[config.mk]
export PLATFORM = sky130hd
export DESIGN_NAME = wide_add_seq
export DESIGN_NICKNAME = d
export VERILOG_FILES = /design/src/rtl/wide_add_pkg.sv /design/src/rtl/add16_slice.sv /design/src/rtl/wide_add_seq.sv
export SDC_FILE = /design/constraint.sdc
export NUM_CORES = 1
export LEC_CHECK = 0
export BUFFER_PORTS_ARGS = -buffer_cell sky130_fd_sc_hd__buf_2
export CORE_MARGIN = 8
export CORE_UTILIZATION = 50
export CTS_BUF_LIST = sky130_fd_sc_hd__clkbuf_4
export DETAILED_ROUTE_END_ITERATION = 6
export GPL_ROUTABILITY_DRIVEN = 0
export HOLD_SLACK_MARGIN = 0.02
export PLACE_DENSITY = 0.74
export SLEW_MARGIN = 20
export SYNTH_ARGS = -nofsm -noshare
export SYNTH_HDL_FRONTEND = slang
export SYNTH_SLANG_ARGS = --single-unit
[constraint.sdc]
create_clock -name clk -period 9.65 [get_ports clk]
set_clock_uncertainty 0.2 [all_clocks]
set_input_delay 1.93 -clock clk [delete_from_list [all_inputs] [get_ports clk]]
set_output_delay 1.93 -clock clk [all_outputs]
set_load 0.02 [all_outputs]
[src/rtl/wide_add_pkg.sv]
// Shared types and constants for the multi-precision add sequencer.
//   SLICE_W : width of one adder slice word (fixed at 16)
//   state_t : sequencer FSM states
//   word_t  : one slice-width word
package wide_add_pkg;

    localparam int unsigned SLICE_W = 16;

    typedef enum logic [1:0] {
        IDLE,
        RUN,
        DONE
    } state_t;

    typedef logic [SLICE_W-1:0] word_t;

endpackage

[src/rtl/add16_slice.sv]
// 16-bit parallel-prefix (Kogge-Stone) adder slice with carry-in.
// Purely combinational.
// Ports:
//   a, b : addend words
//   cin  : carry into bit 0
//   sum  : a + b + cin, low 16 bits
//   cout : carry out of bit 15
//   c15  : carry into bit 15 (used for signed overflow detection)
module add16_slice
    import wide_add_pkg::*;
(
    input  word_t a,
    input  word_t b,
    input  logic  cin,
    output word_t sum,
    output logic  cout,
    output logic  c15
);

    // Returns {carry out of bit 15 .. carry out of bit 0, cin}, i.e. bit i is the carry into bit i.
    // cin is folded into the bit-0 generate so the prefix tree needs no extra column.
    function automatic logic [SLICE_W:0] prefix_carries(input word_t g_in, input word_t p_in,
                                                        input logic c_in);
        word_t g;
        word_t p;
        word_t g_n;
        word_t p_n;
        g    = g_in;
        p    = p_in;
        g[0] = g_in[0] | (p_in[0] & c_in);
        for (int d = 1; d < int'(SLICE_W); d = d * 2) begin
            g_n = g;
            p_n = p;
            for (int i = d; i < int'(SLICE_W); i++) begin
                g_n[i] = g[i] | (p[i] & g[i-d]);
                p_n[i] = p[i] & p[i-d];
            end
            g = g_n;
            p = p_n;
        end
        return {g, c_in};
    endfunction

    word_t              prop;
    logic [SLICE_W:0]   carry;

    assign prop  = a ^ b;
    assign carry = prefix_carries(a & b, prop, cin);
    assign sum   = prop ^ carry[SLICE_W-1:0];
    assign cout  = carry[SLICE_W];
    assign c15   = carry[SLICE_W-1];

endmodule

[src/rtl/wide_add_seq.sv]
// Multi-precision add sequencer. Accepts a WORDS*16-bit operand pair, pushes it through a single
// 16-bit prefix adder slice one word per cycle (LSW first, carry registered between words) and
// returns the assembled result over a valid/ready handshake.
// Optional feature macro: WIDE_ADD_SUB_EN adds in_sub, selecting A-B instead of A+B.
// Ports:
//   clk, rst_n          : clock (rising edge), asynchronous active-low reset
//   in_valid/in_ready   : operand handshake; in_a, in_b sampled on the accept edge
//   in_sub              : (WIDE_ADD_SUB_EN only) subtract, sampled with the operands
//   out_valid/out_ready : result handshake
//   out_sum             : A+B (or A-B) modulo 2^(WORDS*16)
//   out_cout            : carry out of the MSB (for subtract: 1 = no borrow)
//   out_ovf             : signed overflow
//   busy                : high while a job is running or its result is pending
module wide_add_seq #(
    parameter int unsigned WORDS   = 4,
    parameter int unsigned SLICE_W = 16   // must stay 16: the slice is hard-wired to this width
) (
    input  logic                     clk,
    input  logic                     rst_n,
    input  logic                     in_valid,
    output logic                     in_ready,
    input  logic [WORDS*SLICE_W-1:0] in_a,
    input  logic [WORDS*SLICE_W-1:0] in_b,
`ifdef WIDE_ADD_SUB_EN
    input  logic                     in_sub,
`endif
    output logic                     out_valid,
    input  logic                     out_ready,
    output logic [WORDS*SLICE_W-1:0] out_sum,
    output logic                     out_cout,
    output logic                     out_ovf,
    output logic                     busy
);

    import wide_add_pkg::*;

    localparam int unsigned W     = WORDS * SLICE_W;
    localparam int unsigned IDX_W = $clog2(WORDS);
    localparam logic [IDX_W-1:0] LAST_IDX = IDX_W'(WORDS - 1);

    state_t           state_q, state_d;
    logic [W-1:0]     a_q, a_d, b_q, b_d, sum_q, sum_d;
    logic [IDX_W-1:0] idx_q, idx_d;
    logic             carry_q, carry_d;
    logic             cout_q, cout_d;
    logic             ovf_q, ovf_d;
    logic             sub_q;
    logic             cin0;
    logic             accept;

    word_t            s_a, s_b, s_sum;
    logic             s_cout, s_c15;

`ifdef WIDE_ADD_SUB_EN
    // Subtract as A + ~B + 1: the +1 enters through the initial carry.
    assign cin0 = in_sub;

    always_ff @(posedge clk or negedge rst_n) begin
        if (!rst_n) begin
            sub_q <= 1'b0;
        end else if (accept) begin
            sub_q <= in_sub;
        end
    end
`else
    assign cin0  = 1'b0;
    assign sub_q = 1'b0;
`endif

    assign accept = in_valid && in_ready;

    assign s_a = a_q[idx_q*SLICE_W +: SLICE_W];
    assign s_b = b_q[idx_q*SLICE_W +: SLICE_W] ^ {SLICE_W{sub_q}};

    add16_slice u_slice (
        .a    (s_a),
        .b    (s_b),
        .cin  (carry_q),
        .sum  (s_sum),
        .cout (s_cout),
        .c15  (s_c15)
    );

    always_comb begin
        state_d = state_q;
        a_d     = a_q;
        b_d     = b_q;
        sum_d   = sum_q;
        idx_d   = idx_q;
        carry_d = carry_q;
        cout_d  = cout_q;
        ovf_d   = ovf_q;
        unique case (state_q)
            IDLE: begin
                if (accept) begin
                    a_d     = in_a;
                    b_d     = in_b;
                    idx_d   = '0;
                    carry_d = cin0;
                    state_d = RUN;
                end
            end
            RUN: begin
                sum_d[idx_q*SLICE_W +: SLICE_W] = s_sum;
                if (idx_q == LAST_IDX) begin
                    // Top word: carries become flags instead of feeding a next word.
                    cout_d  = s_cout;
                    ovf_d   = s_c15 ^ s_cout;
                    state_d = DONE;
                end else begin
                    carry_d = s_cout;
                    idx_d   = idx_q + IDX_W'(1);
                end
            end
            DONE: begin
                if (out_ready) begin
                    state_d = IDLE;
                end
            end
            default: state_d = IDLE;
        endcase
    end

    always_ff @(posedge clk or negedge rst_n) begin
        if (!rst_n) begin
            state_q <= IDLE;
            a_q     <= '0;
            b_q     <= '0;
            sum_q   <= '0;
            idx_q   <= '0;
            carry_q <= 1'b0;
            cout_q  <= 1'b0;
            ovf_q   <= 1'b0;
        end else begin
            state_q <= state_d;
            a_q     <= a_d;
            b_q     <= b_d;
            sum_q   <= sum_d;
            idx_q   <= idx_d;
            carry_q <= carry_d;
            cout_q  <= cout_d;
            ovf_q   <= ovf_d;
        end
    end

    assign in_ready  = (state_q == IDLE);
    assign out_valid = (state_q == DONE);
    assign busy      = (state_q != IDLE);
    assign out_sum   = sum_q;
    assign out_cout  = cout_q;
    assign out_ovf   = ovf_q;

endmodule
=== Word-level counts from Yosys, hierarchy flattened ===
Cells that the tools add are included.

* Add/subtract/negate cells: 2
* Eq/ne operators: 7
* Shift-type cells: 4
* Mux-type cells: 11
* Bitwise gates (word level): 138
* Reductions and logical operators: 8

{| class="wikitable"
|+ Operators by type and width
! cell !! count
|-
| $shiftx A64 B7 Y16 || 2
|-
| $and A1 B1 Y1 || 84
|-
| $bwmux W64 || 1
|-
| $shift A16 B34 Y64 const A || 1
|-
| $shiftx A16 B34 Y64 || 1
|-
| $or A1 B1 Y1 || 50
|-
| $neg A6 Y34 || 1
|-
| $xor A16 B16 Y16 || 2
|-
| $and A16 B16 Y16 || 1
|-
| $mux W2 || 5
|-
| $pmux W2 S3 || 1
|-
| $reduce_and A3 Y1 || 2
|-
| $eq A2 B2 Y1 const B || 2
|-
| $ne A2 B1 Y1 const B || 2
|-
| $ne A2 B2 Y1 const B || 2
|-
| $pmux W2 S2 || 1
|-
| $reduce_and A2 Y1 || 2
|-
| $reduce_bool A2 Y1 || 2
|-
| $add A2 B1 Y2 const B || 1
|-
| $eq A2 B1 Y1 const B || 1
|-
| $logic_not A2 Y1 || 1
|-
| $mux W1 || 2
|-
| $pmux W1 S2 || 1
|-
| $logic_and A1 B1 Y1 || 1
|-
| $xor A1 B1 Y1 || 1
|}

* Bits in registers: 199
* Input bits: 132
* Logic and storage cells: 178

=== Logic depth before layout (Yosys ltp) ===
Gate-level depths: netlist of run 1.

* Depth in word-level cells: 14
* Gate-level depth with buffers: 12
* Mapped depth without buffers: 10

=== By module ===
Synthesis of run 1 repeated with hierarchy kept, for this count alone.

* Cells, all modules: 689
* Area total of the unflattened synthesis: 9,492.9 µm²

{| class="wikitable"
|+ Modules (own cells, without submodules)
! module !! times used !! cells each !! area an instance (µm²) !! seq. area each (µm²)
|-
| wide_add_seq || 1 || 577 || 8,634.5 || 4,979.8
|-
| add16_slice || 1 || 112 || 858.3 || 0.0
|}

=== Worst setup path after synthesis of run 1 ===
Ideal clock, no wire load.

* Path type: register to register
* From: register idx_q[0]
* To: register sum_q[12] (netlist: out_sum[12])
* Setup time: 0.121 ns
* Arrival: 3.386 ns
* Setup slack: 5.943 ns
* Stages on the path, launching flop included: 13
* Buffers on the path: 2
* Clock period less this slack: 3.707 ns
* Cell sequence: dfrtp_1 -> buf_2 -> buf_2 -> mux4_2 -> fa_1 -> inv_1 -> fa_1 -> and2b_1 -> o31a_2 -> a41oi_4 -> o21bai_1 -> xor2_1 -> a22o_1

* Longest elaborated chain between the ends: 13
* Elaborated cells on any way between the ends: 132
* Those cells by class: add/sub: 1; shift: 4; mux: 1; bitwise: 126

{| class="wikitable"
|+ RTL lines
! element !! RTL line !! text
|-
| start, declared || wide_add_seq.sv:43 || <nowiki>logic [IDX_W-1:0] idx_q, idx_d;</nowiki>
|-
| start signal, assigned || wide_add_seq.sv:139 || <nowiki>idx_q <= idx_d;</nowiki>
|-
| $shiftx A64 B7 Y16 (on tied branches) || wide_add_seq.sv:72, wide_add_seq.sv:73 ||
|-
| $xor A16 B16 Y16 || add16_slice.sv:47 || <nowiki>assign prop = a ^ b;</nowiki>
|-
| $and A1 B1 Y1 || add16_slice.sv:30 || <nowiki>g[0] = g_in[0] | (p_in[0] & c_in);</nowiki>
|-
| $or A1 B1 Y1 || add16_slice.sv:30 ||
|-
| $and A1 B1 Y1 || add16_slice.sv:35 || <nowiki>g_n[i] = g[i] | (p[i] & g[i-d]);</nowiki>
|-
| $or A1 B1 Y1 || add16_slice.sv:35 ||
|-
| $and A1 B1 Y1 || add16_slice.sv:35 ||
|-
| $or A1 B1 Y1 || add16_slice.sv:35 ||
|-
| $and A1 B1 Y1 || add16_slice.sv:35 ||
|-
| $or A1 B1 Y1 || add16_slice.sv:35 ||
|-
| $xor A16 B16 Y16 || add16_slice.sv:49 || <nowiki>assign sum = prop ^ carry[SLICE_W-1:0];</nowiki>
|-
| $shiftx A16 B34 Y64 || wide_add_seq.sv:104 || <nowiki>sum_d[idx_q*SLICE_W +: SLICE_W] = s_sum;</nowiki>
|-
| $bwmux W64 (*) || wide_add_seq.sv:104 ||
|-
| end signal, assigned || wide_add_seq.sv:138 || <nowiki>sum_q <= sum_d;</nowiki>
|-
| end, declared || wide_add_seq.sv:42 || <nowiki>logic [W-1:0] a_q, a_d, b_q, b_d, sum_q, sum_d;</nowiki>
|}

Every way passes the cells marked *; elsewhere a longest branch is shown, timed or not.
A chain may end at the register's enable or synchronous reset.

=== Worst setup path after layout of run 1 ===
* From: register idx_q[0]
* To: register sum_q[26] (netlist: out_sum[26])

Same word-level chain as after synthesis.

==> qor.txt, run 1 <==
=================================================================================================================
Vias in the first global route                                                                               6408
Sequential share of the synthesized area                                                                    54.6%
EDFF count, synth                                                                                               0
Count of pins over their slew limit                                                                             0
Startpoint kind of the worst setup timing path                                                          flip-flop
Clock buffer depth                                                                                              2
DPL Wire Length                                                                                          15700 um
Layout cells sized above 1                                                                                  49.0%
Global-route wire length before repair                                                                   33900 um
Crit path max fanout                                                                                           25
Instance count of the mapped netlist                                                                          644
Area used by multi-input combinational logic                                                             3940 um2
Max_slew headroom                                                                                           22.0%
Crit Path Category                                                                                        reg2reg
Resized Gates After CTS                                                                                         0
Worst reg2reg path startpoint                                                                            idx_q[0]
Count of H-tree levels built during CTS                                                                         4
Area of the placeable core                                                                              18000 um2
Post-synth cell types                                                                                          48
Setup crit end                                                                                        out_sum[26]
Simple-gate portion of the synthesized area                                                                 4.47%
Pin slew with the least headroom to its limit                                                             1.16 ns
Die ar.                                                                                                 22800 um2
Routed length per instance                                                                                19.9 um
Capturing element type of the critical path                                                             flip-flop
Proportion of synthesized area in mux cells                                                                 23.8%
Compound-Gate Fraction of Synth Area                                                                        10.2%
Worst min-delay path class                                                                                reg2reg
Clock tree from TritonCTS                                                                                     yes
Top achievable clock speed                                                                              0.228 GHz
Average via count per standard cell                                                                          5.63
Remaining global-route overflow                                                                                 0
Post-synth top area share                                                                                   54.6%
Number of input and output port buffers inserted                                                              200
DRC viols                                                                                                       0
Cell types with the highest counts after synthesis                                                   dfrtp_1 (199), mux2_2 (129), a22o_1 (55)
Worst hold slack after final layout                                                                      0.306 ns
Synthesized Nets                                                                                              799
Share of the clock period used by the worst path                                                            45.4%
Final core area utilization                                                                                 59.0%
Ys flop type                                                                                              dfrtp_1
Worst-path clk slew                                                                                       0.16 ns
Mean area per synthesized cell                                                                           14.2 um2
Run status                                                                                           complete, no violations
Final total negative setup slack                                                                             0 ns
Number of cells on the worst reg-to-reg path                                                                   11
FF+latch area                                                                                            4980 um2
Clock insertion delay at the later pin of the skew report                                                 0.59 ns
Start point of the critical path                                                                         idx_q[0]
Dominant combinational cell family by area after synthesis                                           multiplexers
Inserted Clock Buffers                                                                                         17
Synthesized area                                                                                         9130 um2
Flip-flop and latch count after synthesis                                                                     199
Number of antenna violations at the first check in global routing                                               4
Final Hold Violating Endpoints                                                                                  0
Destination of the worst register-to-register timing path                                             out_sum[26]
Synthesized-area fraction occupied by xor and xnor cells                                                    1.23%
Number of standard-cell rows in the floorplan                                                                  49
Post-layout minimum cycle time                                                                            4.38 ns
Maximum number of pins on one net before global-route repair                                                  119
Arithmetic-cell share of the synthesized area counting full adders, half adders and majority gates          3.32%
CP Data Arrival Time                                                                                      4.69 ns
Final design instance area without fill                                                                 10600 um2
Aggregate global-route resource usage                                                                       19.1%
Vias post-DR                                                                                                 6038
Nets                                                                                                          985
Cell Area, Placed                                                                                       10300 um2
# clock sinks                                                                                                 199
Count of hold-fix buffers inserted at cts                                                                       0
Setup repair after global routing missed its margin                                                         false
Leading post-synthesis cells by cell area                                                            dfrtp_1 (55%), mux2_2 (16%), mux4_2 (7.9%), a22o_1 (5.3%), ha_1 (2.9%)
X dimension of the die                                                                                     151 um
Total wire length after detailed routing                                                                 21300 um
Leading cell type by number of instances after synthesis                                                  dfrtp_1
Synthesis Warnings                                                                                              0
Signed area change from the synthesized netlist to the final layout                                         16.2%
Starting density of the core                                                                                50.8%
Number of violations of the max-capacitance limit                                                               0
Io pins                                                                                                       201
CP Data Required Time                                                                                     9.97 ns
Antenna Nets Post-Route                                                                                         0
# fillers                                                                                                    1457
DRC marker count from the first detailed-route iteration                                                      287
First drt pass iteration count                                                                                  4
Most area-hungry cell type in the Yosys netlist                                                           dfrtp_1
Cell at the root of the clock tree                                                                       clkbuf_4
Setup violation total in the final timing report                                                                0
Number of setup buffers added after CTS                                                                         0
Reg-to-reg slack, setup                                                                                   5.27 ns
Die Ht                                                                                                     151 um
Share of synthesized registers carrying an async set or reset                                                100%
=================================================================================================================
worst max-delay path, cell delays in order, from the launching register on:
cell and delay, ns:
dfrtp_2 0.71, buf_4 0.54, mux4_2 0.59, fa_1 0.42, inv_1 0.08, fa_1 0.19, and2b_1 0.20, o31a_2 0.33
a41oi_4 0.34, o21ai_1 0.14, xor2_1 0.36, a22o_1 0.19
worst min-delay path by stage:
stage | from | depth (start not counted) | endpoint | slack [ns]
6_report | out_sum[2] | 2 | out_sum[2] | 0.31
5_1_grt | out_sum[11] | 1 | out_sum[11] | 0.33
4_1_cts | out_sum[18] | 2 | out_sum[18] | 0.31
3_5_place_dp | out_sum[18] | 2 | out_sum[18] | 0.27
3_3_place_gp | out_sum[18] | 2 | out_sum[18] | 0.27
2_1_floorplan | a_q[32] | 1 | a_q[32] | 0.28
stage by stage:
step,cells,setup slack (ns)
detailed placement,1040,5.26
global placement,1040,5.29
global route,1073,4.98
floorplan,644,5.94
finish,1073,5.27
CTS,1071,5.21
sequential cells by signal, indices dropped and copies added (netlist names):
register	flops
out_cout	1
a_q	64
out_ovf	1
out_sum	64
state_q	2
idx_q	2
carry_q	1
b_q	64
area by class of cell:
| type | count | area share [%] |
|---|---|---|
| flip-flops and latches | 199 | 47.0 |
| repair buffers | 204 | 9.84 |
| inverters | 13 | 0.460 |
| diodes | 2 | 0.0472 |
| well taps | 229 | 2.70 |
| multi-input cells | 395 | 37.1 |
| clock inverters | 11 | 1.42 |
| clock buffers | 20 | 1.42 |
logic make-up (layout without fill, tap and decap cells):
| group | count (synthesis) | count (layout) |
|---|---|---|
| AOI/OAI and AO/OA | 119 | 119 |
| buffers and inverters | 50 | 248 |
| and+or+nand+nor | 80 | 80 |
| adders and majority gates | 23 | 23 |
| other | 0 | 2 |
| DFF | 199 | 199 |
| muxes | 161 | 161 |
| xor gates and xnor gates | 12 | 12 |
cell usage in the layout, fill, tap and decap left out, types with 4 or more instances in the layout:
cell	n
mux2_2	129
inv_1	12
nor2_1	13
nand2_1	30
or3_1	5
clkbuf_4	20
a21oi_1	19
xor2_1	6
buf_2	199
o21ai_0	16
dfrtp_1	197
a22o_1	55
mux4_2	32
ha_1	21
nand4_1	6
nor3_1	4
nand3_1	7
xnor2_1	5
o21bai_1	6
layer usage:
metal | vias up | share of wire [%] | track usage [%]
met5 | - | 0.11 | 0
met4 | 4 | 0.91 | 5.00
met3 | 21 | 7.4 | 5.32
met2 | 190 | 45 | 28.6
met1 | 3041 | 46 | 26.9
li1 | 2782 | - | -
Power of run 1 is not shown: default switching activity piles up to over one toggle a cycle in this logic, so the estimate is an artifact.
==> run 2: changes to the inputs <==
--- a/config.mk
+++ b/config.mk
@@ -12,7 +12,7 @@
 export DETAILED_ROUTE_END_ITERATION = 6
 export GPL_ROUTABILITY_DRIVEN = 0
 export HOLD_SLACK_MARGIN = 0.02
-export PLACE_DENSITY = 0.74
+export PLACE_DENSITY = 0.77
 export SLEW_MARGIN = 20
 export SYNTH_ARGS = -nofsm -noshare
 export SYNTH_HDL_FRONTEND = slang
==> constraint.sdc (replaced) <==
create_clock -name clk -period 4 [get_ports clk]
set_clock_uncertainty 0.2 [all_clocks]
set_input_delay 0.8 -clock clk [delete_from_list [all_inputs] [get_ports clk]]
set_output_delay 0.8 -clock clk [all_outputs]
set_load 0.02 [all_outputs]
==> qor.txt, run 2 (synthesis gave the netlist of run 1 again) <==
=====================================================================================
Run status                                                               complete, no violations
Pin slew with the least headroom to its limit                                0.689 ns
Routed length per instance                                                    20.3 um
Maximum number of pins on one net before global-route repair                       86
Vias in the first global route                                                   6565
Nets                                                                              996
Clock buffer depth                                                                  2
Startpoint kind of the worst setup timing path                              flip-flop
Post-layout minimum cycle time                                                3.52 ns
Clock insertion delay at the later pin of the skew report                     0.59 ns
DRC marker count from the first detailed-route iteration                          382
Number of input and output port buffers inserted                                  200
Crit Path Category                                                            reg2reg
Most frequent standard cell in the layout excluding fill and tap cells          buf_2
Total wire length after detailed routing                                     22000 um
Worst min-delay path class                                                     in2reg
DPL Wire Length                                                              16800 um
Setup violation total in the final timing report                                    0
Number of antenna violations at the first check in global routing                   3
Launch point of the worst hold path                                         out_ready
Number of cells on the worst reg-to-reg path                                       10
Antenna Nets Post-Route                                                             0
Die ar.                                                                     22800 um2
Vias post-DR                                                                     6163
Starting density of the core                                                    50.8%
Worst reg2reg path startpoint                                                idx_q[0]
FF+latch area                                                                4980 um2
Count of pins over their slew limit                                                 0
Power per Cell Area                                                       1030 nW/um2
Io pins                                                                           201
Die Ht                                                                         151 um
Destination of the worst register-to-register timing path                 out_sum[58]
Clock tree from TritonCTS                                                         yes
Remaining global-route overflow                                                     0
Final total negative setup slack                                                 0 ns
Top achievable clock speed                                                  0.284 GHz
First drt pass iteration count                                                      5
CP Data Required Time                                                         4.32 ns
Inserted Clock Buffers                                                             17
Number of standard-cell rows in the floorplan                                      49
X dimension of the die                                                         151 um
Layout cells sized above 1                                                      49.5%
Count of H-tree levels built during CTS                                             4
DRC viols                                                                           0
Signed area change from the synthesized netlist to the final layout             17.1%
Leakage Power                                                                 5.01 nW
Cell depth of the worst min-delay path                                              2
Average via count per standard cell                                              5.69
Endpoint of the worst hold path                                            state_q[1]
Count of hold-fix buffers inserted at cts                                           1
CP Data Arrival Time                                                          3.85 ns
Peak supply drop                                                           0.000573 V
Setup repair after global routing missed its margin                             false
Number of violations of the max-capacitance limit                                   0
# clock sinks                                                                     199
Top library cells by usage in the layout, fill and taps aside            buf_2 (199), dfrtp_1 (197), mux2_2 (129)
# fillers                                                                        1426
Crit path max fanout                                                               20
Aggregate global-route resource usage                                           19.7%
Share of the clock period used by the worst path                                88.1%
Cell at the root of the clock tree                                           clkbuf_4
Capturing element type of the critical path                                 flip-flop
Final Hold Violating Endpoints                                                      0
Number of setup buffers added after CTS                                             0
Final design instance area without fill                                     10700 um2
Resized Gates After CTS                                                             0
Area of the placeable core                                                  18000 um2
Max_slew headroom                                                               53.8%
Cell Area, Placed                                                           10400 um2
Area used by multi-input combinational logic                                 3930 um2
Global-route wire length before repair                                       35000 um
Reg-to-reg slack, setup                                                       0.48 ns
Worst-path clk slew                                                           0.15 ns
=====================================================================================
==> run 2: cell count changes in the layout (fill, tap and decap cells not counted), moves of 2 or more <==
| cell | before | now |
|---|---|---|
| inv_6 | 2 | 5 |
| clkbuf_4 | 20 | 18 |
| buf_12 | 0 | 3 |
| buf_4 | 3 | 11 |
==> run 2: metal layers <==
layer | routed length, um | GRT usage, % | vias to the layer above | share of wire (%)
li1 | - | - | 2811 | -
met1 | 10200 | 28.0 | 3082 | 46
met2 | 9570 | 28.5 | 235 | 44
met3 | 1880 | 6.72 | 29 | 8.6
met4 | 267 | 4.85 | 6 | 1.2
met5 | 37 | 0 | - | 0.17
==> run 2: worst max-delay path by stage <==
stage,start,endpoint,depth (start not counted)
after floorplan,idx_q[0],out_sum[12],12
after global placement,idx_q[0],out_sum[41],7
after detailed placement,idx_q[0],out_sum[58],10
after CTS,idx_q[0],out_sum[58],10
after global routing,idx_q[0],out_sum[44],10
final,idx_q[0],out_sum[58],10
==> run 2: area by class of cell <==
| type | instances | share of cell area (%) |
|---|---|---|
| tap | 229 | 2.68 |
| sequential | 199 | 46.6 |
| clock inverter | 13 | 1.36 |
| timing repair buffer | 215 | 10.9 |
| antenna | 1 | 0.0234 |
| inverter | 13 | 0.456 |
| clock buffer | 18 | 1.26 |
| multi-input combinational | 395 | 36.8 |
==> run 2: worst max-delay path, stage by stage, from the launching register on <==
cell,delay [ns]
dfrtp_2,0.44
buf_4,0.36
mux4_2,0.60
inv_1,0.11
fa_1,0.21
and2b_1,0.20
o31a_2,0.33
a41oi_4,0.35
o21ai_1,0.13
xor2_1,0.32
a22o_1,0.19
==> run 2: power breakdown <==
part           switching, mW  internal, mW
Clock                  0.681         0.386
Sequential             0.496          2.88
Combinational           3.88          2.74
==> run 2: stage by stage <==
stage | util [%] | hold WS (ns) | power (mW) | worst slack [ns] | std cells
3_3_place_gp | 57.9 | 0.261 | 9.91 | 0.564 | 1050
6_report | 59.5 | 0.206 | 11.1 | 0.476 | 1083
4_1_cts | 59.5 | 0.147 | 11.1 | 0.426 | 1082
2_1_floorplan | - | 0.275 | 8.20 | 0.293 | 644
5_1_grt | 59.5 | 0.143 | 11.9 | 0.222 | 1082
3_5_place_dp | 57.9 | 0.280 | 10.1 | 0.499 | 1050
Note: power is estimated with default switching activity, not from simulation.
==> run 3: changes to the inputs <==
--- a/config.mk
+++ b/config.mk
@@ -12,8 +12,9 @@
 export DETAILED_ROUTE_END_ITERATION = 6
 export GPL_ROUTABILITY_DRIVEN = 0
 export HOLD_SLACK_MARGIN = 0.02
-export PLACE_DENSITY = 0.77
+export PLACE_DENSITY = 0.74
 export SLEW_MARGIN = 20
 export SYNTH_ARGS = -nofsm -noshare
 export SYNTH_HDL_FRONTEND = slang
+export SYNTH_HIERARCHICAL = 1
 export SYNTH_SLANG_ARGS = --single-unit
==> constraint.sdc (replaced) <==
create_clock -name clk -period 4.1 [get_ports clk]
set_clock_uncertainty 0.2 [all_clocks]
set_input_delay 0.82 -clock clk [delete_from_list [all_inputs] [get_ports clk]]
set_output_delay 0.82 -clock clk [all_outputs]
set_load 0.02 [all_outputs]
==> qor.txt, run 3 <==
=================================================================================================================
Share of the clock period used by the worst path                                                            94.3%
Most area-hungry cell type in the Yosys netlist                                                           dfrtp_1
Maximum number of pins on one net before global-route repair                                                  129
CP Data Arrival Time                                                                                      4.18 ns
DPL Wire Length                                                                                          17600 um
Mean area per synthesized cell                                                                           13.8 um2
Arithmetic-cell share of the synthesized area counting full adders, half adders and majority gates          3.06%
Die Ht                                                                                                     154 um
Worst setup margin                                                                                       0.234 ns
Count of H-tree levels built during CTS                                                                         4
Instance count of the mapped netlist                                                                          689
CP Data Required Time                                                                                     4.41 ns
Cell at the root of the clock tree                                                                       clkbuf_4
Vias post-DR                                                                                                 6449
Final total negative setup slack                                                                             0 ns
Layout cells sized above 1                                                                                  49.0%
Number of input and output port buffers inserted                                                              200
Synthesis Warnings                                                                                              6
Worst min-delay path class                                                                               in2async
Capturing element type of the critical path                                                             flip-flop
Crit Path Category                                                                                        reg2reg
Number of cells on the worst reg-to-reg path                                                                   11
Cell types with the highest counts after synthesis                                                   dfrtp_1 (199), mux2_2 (130), nand2_1 (43)
Aggregate global-route resource usage                                                                       20.5%
Average via count per standard cell                                                                          5.77
Clock tree from TritonCTS                                                                                     yes
Pin slew with the least headroom to its limit                                                            0.783 ns
Clock buffer depth                                                                                              2
Number of antenna violations at the first check in global routing                                               7
Clock insertion delay at the later pin of the skew report                                                 0.60 ns
Cell Area, Placed                                                                                       10700 um2
Post-layout minimum cycle time                                                                            3.87 ns
Simple-gate portion of the synthesized area                                                                 5.09%
First drt pass iteration count                                                                                  5
Post-synth cell types                                                                                          55
Remaining global-route overflow                                                                                 0
Destination of the worst register-to-register timing path                                             out_sum[15]
Area of the placeable core                                                                              18600 um2
Resized Gates After CTS                                                                                         0
Post-synth top area share                                                                                   52.5%
EDFF count, synth                                                                                               0
Final Hold Violating Endpoints                                                                                  0
Number of violations of the max-capacitance limit                                                               0
Starting density of the core                                                                                50.9%
Die ar.                                                                                                 23700 um2
Signed area change from the synthesized netlist to the final layout                                         16.2%
Proportion of synthesized area in mux cells                                                                 23.2%
Count of pins over their slew limit                                                                             0
Reg-to-reg slack, setup                                                                                   0.23 ns
Setup slack at placement                                                                                 0.306 ns
Worst-path clk slew                                                                                       0.16 ns
Antenna Nets Post-Route                                                                                         0
# clock sinks                                                                                                 199
Startpoint kind of the worst setup timing path                                                          flip-flop
DRC viols                                                                                                       0
Crit path max fanout                                                                                           15
Synthesized area                                                                                         9490 um2
Sequential share of the synthesized area                                                                    52.5%
Share of synthesized registers carrying an async set or reset                                                100%
Top achievable clock speed                                                                              0.259 GHz
Setup violation total in the final timing report                                                                0
Io pins                                                                                                       201
X dimension of the die                                                                                     154 um
Count of hold-fix buffers inserted at cts                                                                       0
Leading cell type by number of instances after synthesis                                                  dfrtp_1
Routed length per instance                                                                                21.3 um
Setup repair after global routing missed its margin                                                         false
Number of standard-cell rows in the floorplan                                                                  50
Inserted Clock Buffers                                                                                         17
Max_slew headroom                                                                                           47.8%
Final design instance area without fill                                                                 11000 um2
Vias in the first global route                                                                               6924
DRC marker count from the first detailed-route iteration                                                      353
Global-route wire length before repair                                                                   38100 um
Flip-flop and latch count after synthesis                                                                     199
Nets                                                                                                         1026
Most frequent standard cell in the layout excluding fill and tap cells                                      buf_2
Dominant combinational cell family by area after synthesis                                           multiplexers
Worst hold slack after final layout                                                                     0.0536 ns
Synthesized Nets                                                                                              843
Run status                                                                                           complete, no violations
# fillers                                                                                                    1484
Total wire length after detailed routing                                                                 23900 um
Leading post-synthesis cells by cell area                                                            dfrtp_1 (52%), mux2_2 (15%), mux4_2 (7.6%), a32o_1 (3.4%), ha_1 (2.6%)
Worst reg2reg path startpoint                                                                            idx_q[0]
Synthesized-area fraction occupied by xor and xnor cells                                                    1.11%
Top library cells by usage in the layout, fill and taps aside                                        buf_2 (199), dfrtp_1 (197), mux2_2 (130)
Ys flop type                                                                                              dfrtp_1
Compound-Gate Fraction of Synth Area                                                                        10.7%
Number of setup buffers added after CTS                                                                         0
=================================================================================================================
-- run 3: per-stage QoR --
| step | instances | utilization, % |
|---|---|---|
| floorplan | 689 | - |
| global placement | 1087 | 57.5 |
| detailed placement | 1087 | 57.5 |
| CTS | 1117 | 59.1 |
| global route | 1117 | 59.1 |
| finish | 1118 | 59.1 |
-- run 3: final cells by class --
cell class | count | area (um2) | area share [%]
Antenna cell | 1 | 2.50 | 0.0227
Clock buffer | 19 | 143 | 1.29
Clock inverter | 11 | 150 | 1.36
Inverter | 41 | 154 | 1.40
Multi-Input combinational cell | 399 | 4130 | 37.4
Sequential cell | 199 | 4980 | 45.2
Tap cell | 234 | 293 | 2.66
Timing Repair Buffer | 214 | 1180 | 10.7
-- run 3: metal layers --
layer  up-vias  share of wire, %  track usage, %
met5         -              0.31               0
met4        12               1.8            5.51
met3        45               7.4            7.71
met2       216                48            32.8
met1      3252                42            25.8
li1       2924                 -               -
-- run 3: critical path: stages, from the launching register on --
cell and delay, ns:
dfrtp_2 0.64, buf_4 0.25, buf_4 0.14, mux4_2 0.54, ha_1 0.42, a21oi_1 0.33, o22ai_1 0.14, nor4_1 0.26
o32ai_2 0.16, xor2_1 0.36, nand2_1 0.10, o32ai_1 0.24
-- run 3: how the worst max path moves through the flow --
stage                   from          end  cells after the start
finish              idx_q[0]  out_sum[15]                     11
global route        idx_q[0]  out_sum[15]                     11
CTS                 idx_q[0]  out_sum[15]                     11
detailed placement  idx_q[0]  out_sum[15]                     11
global placement    idx_q[0]  out_sum[15]                     11
floorplan           idx_q[0]      out_ovf                     13
-- run 3: logic make-up after synthesis --
kind of cell / after synthesis
AOI/OAI and AO/OA: 110
DFF: 199
and+or+nand+nor: 91
muxes: 164
adders and majority gates: 22
buffers and inverters: 91
xor gates and xnor gates: 12
Power of run 3 is left out for the same reason.
